**src/rtl/ll_tx_framer.sv**
```systemverilog
// rtl/ll_tx_framer.sv - LocalLink TX framer: packs button state into fixed-length checksummed frames
// Frames are sent on button change or heartbeat timeout while the Aurora channel is up.
module ll_tx_framer #(
    parameter int          FRAME_WORDS      = 4,
    parameter logic [15:0] HEARTBEAT_CYCLES = 16'd50000
) (
    input  logic        clk,
    input  logic        RESET,
    input  logic        channel_up,
    input  logic [4:0]  buttons,
    input  logic        tx_dst_rdy_n,
    output logic [15:0] tx_d,
    output logic        tx_rem,
    output logic        tx_src_rdy_n,
    output logic        tx_sof_n,
    output logic        tx_eof_n,
    output logic        busy,
    output logic [7:0]  seq
);

    typedef enum logic {IDLE, SEND} state_t;

    localparam logic [7:0]  LAST_K  = 8'(FRAME_WORDS - 1);
    localparam logic [15:0] HB_LAST = HEARTBEAT_CYCLES - 16'd1;

    state_t      state_q, state_d;
    logic [7:0]  k_q, k_d;
    logic [7:0]  seq_q, seq_d;
    logic [4:0]  btn_q;
    logic [4:0]  btn_sent_q, btn_sent_d;
    logic [4:0]  snap_q, snap_d;
    logic [15:0] hb_cnt_q, hb_cnt_d;
    logic [15:0] csum_q, csum_d;
    logic [15:0] word;

    always_ff @(posedge clk) begin
        if (RESET) begin
            state_q    <= IDLE;
            k_q        <= 8'd0;
            seq_q      <= 8'd0;
            btn_q      <= 5'd0;
            btn_sent_q <= 5'd0;
            snap_q     <= 5'd0;
            hb_cnt_q   <= 16'd0;
            csum_q     <= 16'd0;
        end else begin
            state_q    <= state_d;
            k_q        <= k_d;
            seq_q      <= seq_d;
            btn_q      <= buttons;
            btn_sent_q <= btn_sent_d;
            snap_q     <= snap_d;
            hb_cnt_q   <= hb_cnt_d;
            csum_q     <= csum_d;
        end
    end

    // Running XOR of accepted words becomes the final (checksum) word.
    always_comb begin
        if (k_q == 8'd0)
            word = {8'hA5, seq_q};
        else if (k_q == 8'd1)
            word = {11'b0, snap_q};
        else if (k_q == LAST_K)
            word = csum_q;
        else
            word = {8'hF0, k_q};
    end

    always_comb begin
        tx_d         = 16'd0;
        tx_rem       = 1'b0;
        tx_src_rdy_n = 1'b1;
        tx_sof_n     = 1'b1;
        tx_eof_n     = 1'b1;
        busy         = 1'b0;
        seq          = seq_q;
        if (state_q == SEND) begin
            tx_d         = word;
            tx_src_rdy_n = 1'b0;
            tx_sof_n     = (k_q != 8'd0);
            tx_eof_n     = (k_q != LAST_K);
            tx_rem       = (k_q == LAST_K);
            busy         = 1'b1;
        end
    end

    // Snapshot lives in snap_q until the frame completes, so an abort leaves btn_sent untouched
    // and the pending change is naturally resent.
    always_comb begin
        state_d    = state_q;
        k_d        = k_q;
        seq_d      = seq_q;
        btn_sent_d = btn_sent_q;
        snap_d     = snap_q;
        hb_cnt_d   = hb_cnt_q;
        csum_d     = csum_q;
        case (state_q)
            IDLE: begin
                if (channel_up && ((btn_q != btn_sent_q) || (hb_cnt_q == HB_LAST))) begin
                    snap_d   = btn_q;
                    k_d      = 8'd0;
                    csum_d   = 16'd0;
                    hb_cnt_d = 16'd0;
                    state_d  = SEND;
                end else if (channel_up) begin
                    hb_cnt_d = hb_cnt_q + 16'd1;
                end else begin
                    hb_cnt_d = 16'd0;
                end
            end
            SEND: begin
                if (!channel_up) begin
                    state_d = IDLE;
                end else if (!tx_dst_rdy_n) begin
                    csum_d = csum_q ^ word;
                    if (k_q == LAST_K) begin
                        seq_d      = seq_q + 8'd1;
                        btn_sent_d = snap_q;
                        hb_cnt_d   = 16'd0;
                        state_d    = IDLE;
                    end else begin
                        k_d = k_q + 8'd1;
                    end
                end
            end
            default: state_d = IDLE;
        endcase
    end

endmodule

```
**config.mk**
```make
export PLATFORM = sky130hd
export DESIGN_NAME = ll_tx_framer
export DESIGN_NICKNAME = d
export VERILOG_FILES = /design/src/rtl/ll_tx_framer.sv
export SDC_FILE = /design/constraint.sdc
export NUM_CORES = 1
export LEC_CHECK = 0
export CAP_MARGIN = 20
export CORE_MARGIN = 2
export CORE_UTILIZATION = 29
export DETAILED_ROUTE_END_ITERATION = 8
export SLEW_MARGIN = 40
export SYNTH_ARGS = -nofsm -noshare
export SYNTH_HDL_FRONTEND = slang
export SYNTH_SLANG_ARGS = --single-unit
```
**constraint.sdc**
```tcl
create_clock -name clk -period 3.8 [get_ports clk]
set_input_delay 0.76 -clock clk [delete_from_list [all_inputs] [get_ports clk]]
set_output_delay 0.76 -clock clk [all_outputs]
set_load 0.03 [all_outputs]
```
==> load_flow_metrics.sql <==
INSERT INTO impl_metrics (metric_group, metric, value, unit) VALUES
('run_status', 'status', 'complete, no violations', ''),
('timing', 'post-route-period-util', '94.62', '%'),
('finish', 'layout.cells.most_common', 'dfxtp_1', ''),
('timing', 'max-slew-margin-rel', '46.32', '%'),
('yosys', 'syn-instance-count', '403', ''),
('critical_path', 'critPathLaunchType', 'register', ''),
('placement', 'placed_cells_incl_taps', '568', ''),
('power_and_ir_drop', 'power.density_cell_area', '400.4', 'nW/um^2'),
('critical_path', 'rrSetupSlack', '1.43', 'ns'),
('power_and_ir_drop', 'p_leak', '1.574', 'nW'),
('finish', 'nNetsFinal', '450', ''),
('finish', 'drive_gt1_share', '8.656', '%'),
('die', 'std_cell_rows', '39', ''),
('yosys', 'postSynthNetCount', '417', ''),
('timing', 'setup_viol_count_final', '0', ''),
('finish', 'final_cells', '582', ''),
('placement', 'place_congestion', '0.8768', ''),
('timing', 'rsz0062_at_grt', 'no', ''),
('worst_hold_path', 'hold_depth', '1', ''),
('clock_network', 'post-cts-setup-buffers', '0', ''),
('routing', 'wl_per_cell', '13.98', 'um'),
('timing', 'achievable-frequency', '278.1', 'MHz'),
('power_and_ir_drop', 'p_sw_share', '21.98', '%'),
('clock_network', 'clockRootBuffer', 'clkbuf_16', ''),
('yosys', 'ys.flop_type', 'dfxtp_1', ''),
('timing', 'setup-tns-final', '0', 'ns'),
('timing', 'final.hold.worst_slack', '0.4583', 'ns'),
('global_route', 'antenna_violations_before_repair', '0', ''),
('finish', 'mostFrequentLayoutCells', '64 x dfxtp_1, 47 x nor2_1, 37 x clkdlybuf4s50_1, 24 x o21ai_0, 22 x nand2_1', ''),
('clock_network', 'tritoncts_num_sinks', '64', ''),
('yosys', 'synth.avg_cell_area', '8.408', 'um^2'),
('power_and_ir_drop', 'total_power', '1.682', 'mW'),
('clock_network', 'cts_htree_levels', '3', ''),
('clock_network', 'tritoncts', 'yes', ''),
('finish', 'final_area', '4202', 'um^2'),
('flow_run', 'max_cap_violations', '0', ''),
('die', 'core_area', '11420', 'um^2'),
('power_and_ir_drop', 'internal-power', '1.312', 'mW'),
('timing', 'worstMarginPinSlew', '0.8052', 'ns'),
('worst_hold_path', 'worst_hold_startpoint', 'csum_q[11]', ''),
('power_and_ir_drop', 'clock_power_share', '51.4', '%'),
('routing', 'drt.antenna.violating_nets', '0', ''),
('critical_path', 'critical_path_required', '3.04', 'ns'),
('critical_path', 'critical_path_class', 'reg2out', ''),
('timing', 'timing.final.max_slew_violations', '0', ''),
('finish', 'diodes', '0', ''),
('timing', 'min_tclk_post_route', '3.596', 'ns'),
('yosys', 'ys_async_sr_fraction', '0', '%'),
('routing', 'via_per_inst', '5.100', ''),
('critical_path', 'reg2reg_depth', '5', ''),
('die', 'initial_util', '29.67', '%'),
('placement', 'postPlaceCellArea', '3886', 'um^2'),
('critical_path', 'worst_setup_path_end_kind', 'output pin', ''),
('routing', 'vias', '2968', ''),
('critical_path', 'critical_path_peak_fanout', '11', ''),
('routing', 'initialDrtViolationCount', '158', ''),
('die', 'boundaryPins', '38', ''),
('clock_network', 'clk_pin_slew_worst_paths', '0.05', 'ns'),
('clock_network', 'number_of_buffers_added_by_the_clock_tree_synthesis_step', '9', ''),
('yosys', 'yosysUniqueCellTypes', '51', ''),
('worst_hold_path', 'hold_endpoint', 'csum_q[11]', ''),
('timing', 'final-hold-violation-count', '0', ''),
('clock_network', 'cts_max_path_buffers', '2', ''),
('finish', 'area.growth.synth_to_final', '24.00', '%'),
('critical_path', 'crit_start', 'k_q[0]', ''),
('placement', 'post-dp-hpwl', '5887', 'um'),
('power_and_ir_drop', 'pwr-share-comb', '7.3', '%'),
('power_and_ir_drop', 'share_seq_of_total_power', '41.3', '%'),
('yosys', 'synth_seq_cells', '64', ''),
('global_route', 'gr-total-overflow', '0', ''),
('yosys', 'yosysWarnings', '0', '');
Yosys cell counts (2+ instances only):
cell | count | area share (%)
nand2_1 | 22 | 2.4
a32oi_1 | 2 | 0.52
ha_1 | 5 | 1.8
nor2_1 | 47 | 5.2
inv_1 | 19 | 2.1
and4b_1 | 3 | 0.89
and3_1 | 7 | 1.3
a21oi_1 | 18 | 2.7
a211oi_1 | 7 | 1.6
nand2b_1 | 4 | 0.74
mux2i_1 | 15 | 4.4
o31ai_1 | 2 | 0.44
o31a_1 | 4 | 1.0
nand3_1 | 18 | 2.7
nor4_4 | 2 | 1.3
xnor2_1 | 9 | 2.3
a31o_2 | 9 | 2.3
dfxtp_1 | 64 | 38
clkbuf_1 | 10 | 1.1
a22o_1 | 4 | 1.0
a311oi_1 | 2 | 0.52
or3_1 | 8 | 1.5
nor2b_1 | 5 | 0.92
buf_2 | 9 | 1.3
a22oi_1 | 2 | 0.44
and2_1 | 12 | 2.2
a31oi_1 | 5 | 0.92
nor3_1 | 6 | 0.89
nand4_1 | 9 | 1.7
nor3b_1 | 8 | 1.8
xor2_1 | 14 | 3.6
o21ai_0 | 24 | 3.5
nor4_1 | 3 | 0.55
a21o_1 | 8 | 1.8
timing repair:
item	4_1_cts	5_1_grt
hold buffers	0	0
gates resized for setup	0	1
setup endpoints to repair	0	8
cells by family after synthesis:
kind of cell,Yosys count,synth area share [%]
AO/OA/AOI/OAI,92,18.06
XOR/XNOR,23,5.946
multiplexers,15,4.431
adder cells (fa/ha/maj),5,1.846
AND/OR/NAND/NOR,163,26.70
buffers and inverters,41,5.207
flip-flops,64,37.81
how the worst max path moves through the flow:
stage / to / cells after the start
detailed placement: tx_d[1] / 6
CTS: tx_d[1] / 6
global route: tx_d[0] / 6
floorplan: tx_d[11] / 6
finish: tx_d[0] / 6
global placement: tx_d[0] / 6
through the flow:
step           setup WS (ns)  utilization [%]
3_5_place_dp          0.3767            34.03
3_3_place_gp          0.4537            33.99
6_report              0.2045            36.80
4_1_cts             0.009557            36.74
2_1_floorplan          1.001                -
5_1_grt              0.01174            36.80
power by group through the flow:
stage,logic (mW),registers (mW),clock network [mW]
after global placement,0.121,0.708,0
after CTS,0.124,0.694,0.886
after floorplan,0.0841,0.705,0
after global routing,0.136,0.696,0.912
final,0.123,0.695,0.865
after detailed placement,0.124,0.709,0
routing by layer:
layer  up-vias  part of all wire [%]  GRT usage, %
met2        64                    45         21.53
met3        14                   4.0         2.862
li1       1508                     -             -
met5         -                     0             0
met4         0                   2.0         6.179
met1      1382                    49         17.82
state kept, by name, summed over array words and instances, names as in the netlist:
register / cells
snap_q: 5
seq: 8
k_q: 8
state_q: 1
btn_q: 5
hb_cnt_q: 16
csum_q: 16
btn_sent_q: 5
worst max-delay path, cell delays in order, from the launching register on:
cell	delay (ns)
dfxtp_1	0.38
ha_1	0.37
nor3b_4	0.49
nand3_1	0.13
a32oi_1	0.29
and2_1	0.18
clkdlybuf4s50_1	0.66
final cells by class:
class,count,area (um^2)
fillers,1176,7217
repair buffers,43,415.4
clock inverters,4,70.07
inverters,20,75.07
flip-flops and latches,64,1281
multi-input cells,298,1942
well taps,143,178.9
clock buffers,10,239.0
(Power assumes the default switching activity.)
